$ cat src/rtl/alu_arbiter_if.sv
// Shared operation-select type and the requester/response/ALU bus
// between the arbiter and its environment.
package Types;
    typedef logic [3:0] sel_t;
endpackage

interface alu_arbiter_if;
    logic [1:0]          req_valid;
    logic [1:0]          req_ready;
    logic [7:0]          req_op1;
    logic [7:0]          req_op2;
    Types::sel_t [1:0]   req_sel;
    logic [1:0]          req_cin;
    logic [1:0]          req_mode;
    logic [1:0]          rsp_valid;
    logic [1:0]          rsp_ready;
    logic [7:0]          rsp_result;
    logic                rsp_equal;
    logic [3:0]          alu_op1;
    logic [3:0]          alu_op2;
    Types::sel_t         alu_sel;
    logic                alu_cin;
    logic                alu_mode;
    logic [7:0]          alu_result;
    logic                alu_equal;

    modport master (
        output req_valid, req_op1, req_op2, req_sel, req_cin, req_mode,
        output rsp_ready, alu_result, alu_equal,
        input  req_ready, rsp_valid, rsp_result, rsp_equal,
        input  alu_op1, alu_op2, alu_sel, alu_cin, alu_mode
    );

    modport slave (
        input  req_valid, req_op1, req_op2, req_sel, req_cin, req_mode,
        input  rsp_ready, alu_result, alu_equal,
        output req_ready, rsp_valid, rsp_result, rsp_equal,
        output alu_op1, alu_op2, alu_sel, alu_cin, alu_mode
    );
endinterface

$ cat src/rtl/alu_arbiter.sv
// Two-requester round-robin front end for a shared combinational ALU,
// one transaction in flight, response held until accepted.
module alu_arbiter #(
    parameter int ALU_LAT = 1,
    parameter int CNT_W   = 16
) (
    input  logic             clk,
    input  logic             rstb,
    alu_arbiter_if.slave     bus,
    output logic             busy_o,
    output logic             grant_id_o,
    output logic [CNT_W-1:0] op_count_o
);
    import Types::*;

    typedef enum logic [1:0] {IDLE, EXEC, RESP} state_t;

    state_t           state_q, state_d;
    logic             ptr_q, grant_q;
    logic [3:0]       op1_q, op2_q;
    sel_t             sel_q;
    logic             cin_q, mode_q;
    logic [2:0]       wait_q;
    logic [7:0]       res_q;
    logic             eq_q;
    logic [CNT_W-1:0] cnt_q;

    logic win, req_hs, exec_done, rsp_hs;

    // ptr owner first, otherwise the other requester
    assign win       = bus.req_valid[ptr_q] ? ptr_q : ~ptr_q;
    assign req_hs    = (state_q == IDLE) && (|bus.req_valid);
    assign exec_done = (state_q == EXEC) && (wait_q == 3'd0);
    assign rsp_hs    = (state_q == RESP) && bus.rsp_ready[grant_q];

    always_ff @(posedge clk or negedge rstb) begin
        if (!rstb) state_q <= IDLE;
        else       state_q <= state_d;
    end

    always_comb begin
        state_d = state_q;
        unique case (state_q)
            IDLE:    if (req_hs)    state_d = EXEC;
            EXEC:    if (exec_done) state_d = RESP;
            RESP:    if (rsp_hs)    state_d = IDLE;
            default:                state_d = IDLE;
        endcase
    end

    always_comb begin
        bus.req_ready = 2'b00;
        bus.rsp_valid = 2'b00;
        busy_o        = (state_q != IDLE);
        if (rstb && req_hs)
            bus.req_ready = win ? 2'b10 : 2'b01;
        if (state_q == RESP)
            bus.rsp_valid = grant_q ? 2'b10 : 2'b01;
    end

    always_ff @(posedge clk or negedge rstb) begin
        if (!rstb) begin
            ptr_q   <= 1'b0;
            grant_q <= 1'b0;
            op1_q   <= '0;
            op2_q   <= '0;
            sel_q   <= '0;
            cin_q   <= 1'b0;
            mode_q  <= 1'b0;
            wait_q  <= '0;
            res_q   <= '0;
            eq_q    <= 1'b0;
            cnt_q   <= '0;
        end else begin
            if (req_hs) begin
                grant_q <= win;
                op1_q   <= win ? bus.req_op1[7:4] : bus.req_op1[3:0];
                op2_q   <= win ? bus.req_op2[7:4] : bus.req_op2[3:0];
                sel_q   <= bus.req_sel[win];
                cin_q   <= bus.req_cin[win];
                mode_q  <= bus.req_mode[win];
                wait_q  <= 3'(ALU_LAT - 1);
            end else if (state_q == EXEC && !exec_done) begin
                wait_q  <= wait_q - 3'd1;
            end
            if (exec_done) begin
                res_q <= bus.alu_result;
                eq_q  <= bus.alu_equal;
            end
            if (rsp_hs) begin
                cnt_q <= cnt_q + 1'b1;
                ptr_q <= ~grant_q;
            end
        end
    end

    assign bus.alu_op1    = op1_q;
    assign bus.alu_op2    = op2_q;
    assign bus.alu_sel    = sel_q;
    assign bus.alu_cin    = cin_q;
    assign bus.alu_mode   = mode_q;
    assign bus.rsp_result = res_q;
    assign bus.rsp_equal  = eq_q;
    assign grant_id_o     = grant_q;
    assign op_count_o     = cnt_q;
endmodule

$ cat src/flat_wrapper.sv
// flat-port wrapper written by rule: the top's interface ports become plain ports
module alu_arbiter_flat import Types::*;
#(
    parameter int ALU_LAT = 1,
    parameter int CNT_W   = 16
)
  (clk, rstb, busy_o, grant_id_o, op_count_o, bus_req_valid, bus_req_op1, bus_req_op2, bus_req_sel, bus_req_cin, bus_req_mode, bus_rsp_ready, bus_alu_result, bus_alu_equal, bus_req_ready, bus_rsp_valid, bus_rsp_result, bus_rsp_equal, bus_alu_op1, bus_alu_op2, bus_alu_sel, bus_alu_cin, bus_alu_mode);
  alu_arbiter_if bus_i ();
  input  logic clk;
  input  logic rstb;
  output logic busy_o;
  output logic grant_id_o;
  output logic [CNT_W-1:0] op_count_o;
  input wire logic [$bits(bus_i.req_valid)-1:0] bus_req_valid;
  input wire logic [$bits(bus_i.req_op1)-1:0] bus_req_op1;
  input wire logic [$bits(bus_i.req_op2)-1:0] bus_req_op2;
  input wire logic [$bits(bus_i.req_sel)-1:0] bus_req_sel;
  input wire logic [$bits(bus_i.req_cin)-1:0] bus_req_cin;
  input wire logic [$bits(bus_i.req_mode)-1:0] bus_req_mode;
  input wire logic [$bits(bus_i.rsp_ready)-1:0] bus_rsp_ready;
  input wire logic [$bits(bus_i.alu_result)-1:0] bus_alu_result;
  input wire logic [$bits(bus_i.alu_equal)-1:0] bus_alu_equal;
  output wire logic [$bits(bus_i.req_ready)-1:0] bus_req_ready;
  output wire logic [$bits(bus_i.rsp_valid)-1:0] bus_rsp_valid;
  output wire logic [$bits(bus_i.rsp_result)-1:0] bus_rsp_result;
  output wire logic [$bits(bus_i.rsp_equal)-1:0] bus_rsp_equal;
  output wire logic [$bits(bus_i.alu_op1)-1:0] bus_alu_op1;
  output wire logic [$bits(bus_i.alu_op2)-1:0] bus_alu_op2;
  output wire logic [$bits(bus_i.alu_sel)-1:0] bus_alu_sel;
  output wire logic [$bits(bus_i.alu_cin)-1:0] bus_alu_cin;
  output wire logic [$bits(bus_i.alu_mode)-1:0] bus_alu_mode;
  assign bus_i.req_valid = bus_req_valid;
  assign bus_i.req_op1 = bus_req_op1;
  assign bus_i.req_op2 = bus_req_op2;
  assign bus_i.req_sel = bus_req_sel;
  assign bus_i.req_cin = bus_req_cin;
  assign bus_i.req_mode = bus_req_mode;
  assign bus_i.rsp_ready = bus_rsp_ready;
  assign bus_i.alu_result = bus_alu_result;
  assign bus_i.alu_equal = bus_alu_equal;
  assign bus_req_ready = bus_i.req_ready;
  assign bus_rsp_valid = bus_i.rsp_valid;
  assign bus_rsp_result = bus_i.rsp_result;
  assign bus_rsp_equal = bus_i.rsp_equal;
  assign bus_alu_op1 = bus_i.alu_op1;
  assign bus_alu_op2 = bus_i.alu_op2;
  assign bus_alu_sel = bus_i.alu_sel;
  assign bus_alu_cin = bus_i.alu_cin;
  assign bus_alu_mode = bus_i.alu_mode;
  alu_arbiter #(.ALU_LAT(ALU_LAT), .CNT_W(CNT_W)) u_core (.clk(clk), .rstb(rstb), .bus(bus_i), .busy_o(busy_o), .grant_id_o(grant_id_o), .op_count_o(op_count_o));
endmodule
$ cat config.mk
export PLATFORM = sky130hd
export DESIGN_NAME = alu_arbiter_flat
export DESIGN_NICKNAME = d
export VERILOG_FILES = /design/src/rtl/alu_arbiter_if.sv /design/src/rtl/alu_arbiter.sv /design/src/flat_wrapper.sv
export SDC_FILE = /design/constraint.sdc
export NUM_CORES = 1
export LEC_CHECK = 0
export CAP_MARGIN = 20
export CORE_MARGIN = 5
export CORE_UTILIZATION = 43
export DETAILED_ROUTE_END_ITERATION = 10
export PLACE_DENSITY = 0.89
export SLEW_MARGIN = 30
export SYNTH_ARGS = -nofsm -noshare
export SYNTH_HDL_FRONTEND = slang
export SYNTH_SLANG_ARGS = --single-unit
$ cat constraint.sdc
create_clock -name clk -period 2.3 [get_ports clk]
set_clock_uncertainty 0.2 [all_clocks]
set_input_delay 0.46 -clock clk [delete_from_list [all_inputs] [get_ports clk]]
set_output_delay 0.46 -clock clk [all_outputs]
set_load 0.1 [all_outputs]
==> results.json <==
{
  "rows": 25,
  "place_congestion": 0.760,
  "first_pass_iters": 4,
  "r2r-end": "u_core.bus.rsp_result[7]$_DFFE_PN0P_",
  "grt_max_degree": 41,
  "clock_sinks": 46,
  "max_slew_margin_pct": 66.4,
  "ys_seq_elements": 46,
  "antenna-diode-count": 0,
  "reg2reg_depth": 6,
  "worst_pin_slew_ns": 0.504,
  "syn_nets": 226,
  "gr-usage-all-layers_pct": 16.5,
  "finalCritPeriodShare_pct": 97.1,
  "cts_root_buf": "clkbuf_8",
  "nets": 325,
  "routed_wl_um": 4920,
  "crit_family": "buffers and inverters",
  "syn_area_per_cell_um2": 11.7,
  "fin_ws_ns": 0.0667,
  "cp.buffers_inverters": 3,
  "start_kind": "input pin",
  "fin_tns_setup_ns": 0,
  "rr_startpoint": "u_core.wait_q[0]$_DFFE_PN0P_",
  "drcViolationCount": 0,
  "clk_latency_ns": 0.30,
  "cap_violations": 0,
  "dieArea_um2": 6420,
  "ios": 88,
  "netlist_top_cells_count": "dfrtp_1 (46), nor2_1 (25), mux2i_1 (15)",
  "grt_pass1_wl_um": 8190,
  "synth_top_area_cell": "dfrtp_1",
  "hold_class": "input pin to asynchronous set/reset pin",
  "timing.hold.ws_ns": 0.0936,
  "crit_path_top_delay_cell": "clkdlybuf4s50_1",
  "setup_viol_count_final": 0,
  "fmax_ghz": 0.448,
  "postPlaceCellArea_um2": 3080,
  "outcome": "finished clean",
  "htree_levels": 2,
  "synth_edf_count": 0,
  "ys.flop_type": "dfrtp_1",
  "path_max_fanout": 2,
  "ys_types": 35,
  "stdcell_area_um2": 3210,
  "yosysSeqAreaShare_pct": 54.4,
  "end_kind": "primary output",
  "synth.area.top_cells": "dfrtp_1 (54%), mux2i_1 (7.1%), mux2_2 (5.3%)",
  "drive_gt1_share_pct": 31.4,
  "num_vias": 1661,
  "hpwl_um": 3820,
  "clockBufferDepth": 2,
  "io_buffers": 87,
  "synth_most_common_cell": "dfrtp_1",
  "syn_inst": 180,
  "path_clk_slew_ns": 0.09,
  "core_um2": 4750,
  "syn_to_final_growth_pct": 51.7,
  "worstSetupPathType": "input pin to primary output",
  "async_reset_ff_share_pct": 100,
  "grt-ovfl-total": 0,
  "cts_buffers": 5,
  "viasPerCell": 4.79,
  "dpl_worst_slack_ns": 0.0439,
  "rsz0062_at_grt": "false",
  "synth_area_um2": 2110,
  "dieHeight_um": 80.1,
  "antenna_found_initial": 0,
  "post-cts-setup-buffers": 0,
  "detail-route-antenna-nets": 0,
  "crit_chain": "clkdlybuf4s50_1 -> buf_4 -> mux2i_4 -> and3_2 -> buf_12",
  "ys_warn_count": 0,
  "cts_tree": "done",
  "initialDrtViolationCount": 37,
  "grt_pass1_vias": 1767,
  "r2r_setup_slack_ns": 0.45,
  "drv_slew": 0,
  "fp.dieW_um": 80.1,
  "worst_ep_arrival_time_ns": 1.57,
  "cp.required_ns": 1.64,
  "yosysTopAreaCellShare_pct": 54.4,
  "cpPeakStageDelay_ns": 0.44,
  "drt-wirelength-per-cell_um": 14.2,
  "finalHoldViolCount": 0,
  "start_util_pct": 44.5,
  "fin_crit_ns": 2.23
}
-- worst register-to-register path, delay by kind of cell (launching register included) --
family	cells	cell delay, ns
DFF	1	0.37
and+or+nand+nor	2	0.37
muxes	1	0.35
buffers and inverters	2	0.32
adders and majority gates	1	0.16
-- how the worst max path moves through the flow --
stage,from,end,slack (ns),depth (start not counted)
detailed placement,bus_req_valid[0],bus_req_ready[1],0.04,6
CTS,bus_req_valid[0],bus_req_ready[1],0.05,6
global placement,bus_req_valid[1],bus_req_ready[1],0.07,6
finish,bus_req_valid[1],bus_req_ready[0],0.07,5
floorplan,u_core.state_q[0]$_DFFE_PN0P_,bus_req_ready[1],-0.10,5
global route,bus_req_valid[1],bus_req_ready[1],0.002,6
-- timing repair --
action,in CTS,in global routing
endpoints found under the hold margin,6,0
endpoints found under the setup margin,0,2
gates resized for setup,0,1
hold buffers,1,0
-- state kept, by name, indices dropped and copies added, names as in the netlist --
register and count:
u_core.bus.alu_cin 1, u_core.bus.alu_mode 1, u_core.bus.alu_op1 4, u_core.bus.alu_op2 4, u_core.bus.alu_sel 4, u_core.bus.rsp_equal 1, u_core.bus.rsp_result 8, u_core.grant_id_o 1
u_core.op_count_o 16, u_core.ptr_q 1, u_core.state_q 2, u_core.wait_q 3
-- cells in the final DEF (no fill, tap or decap), types with 2 or more instances in the layout --
cell type        synthesis  routed
clkdlybuf4s50_1          0      41
nand2_1                 10      10
clkbuf_8                 0       5
nand3_1                  2       2
nand2b_1                 2       2
nor2_4                   1       4
nand4_1                  5       5
buf_4                    1      48
inv_1                    5       5
ha_1                     3       3
and3_1                   3       2
nor2_1                  25      21
mux2_2                  10      10
xor2_1                   7       7
a21oi_1                 14      14
dfrtp_1                 46      45
mux2i_1                 15      15
buf_12                   0       6
xnor2_1                 10      10
-- metrics by stage --
| stage | utilization (%) | std cells |
|---|---|---|
| 2_1_floorplan | - | 180 |
| 5_1_grt | 67.4 | 347 |
| 3_3_place_gp | 64.9 | 338 |
| 4_1_cts | 67.4 | 347 |
| 3_5_place_dp | 64.9 | 338 |
| 6_report | 67.4 | 347 |
-- layout make-up --
| type | instances | area [um^2] |
|---|---|---|
| Fill cell | 400 | 1550 |
| Sequential cell | 46 | 1150 |
| Multi-Input combinational cell | 124 | 936 |
| Timing Repair Buffer | 97 | 906 |
| Tap cell | 67 | 83.8 |
| Clock buffer | 6 | 72.6 |
| Clock inverter | 2 | 37.5 |
| Inverter | 5 | 18.8 |
-- metal layers --
layer	GRT usage (%)	up-vias	part of all wire [%]
met5	0	-	0
met4	4.56	0	0.91
met3	4.60	7	6.8
met2	28.8	47	53
met1	19.7	798	40
li1	-	809	-
-- cell families after synthesis --
family	after synthesis	share of synthesized area, %
xor+xnor	17	7.04
fa+ha+maj	3	1.78
simple gates	59	15.1
compound gates	18	4.73
buf+inv	10	2.66
mux	27	14.2
flops	46	54.4
Power is not shown: default switching activity piles up to over one toggle a cycle in this logic, so the estimate is an artifact.
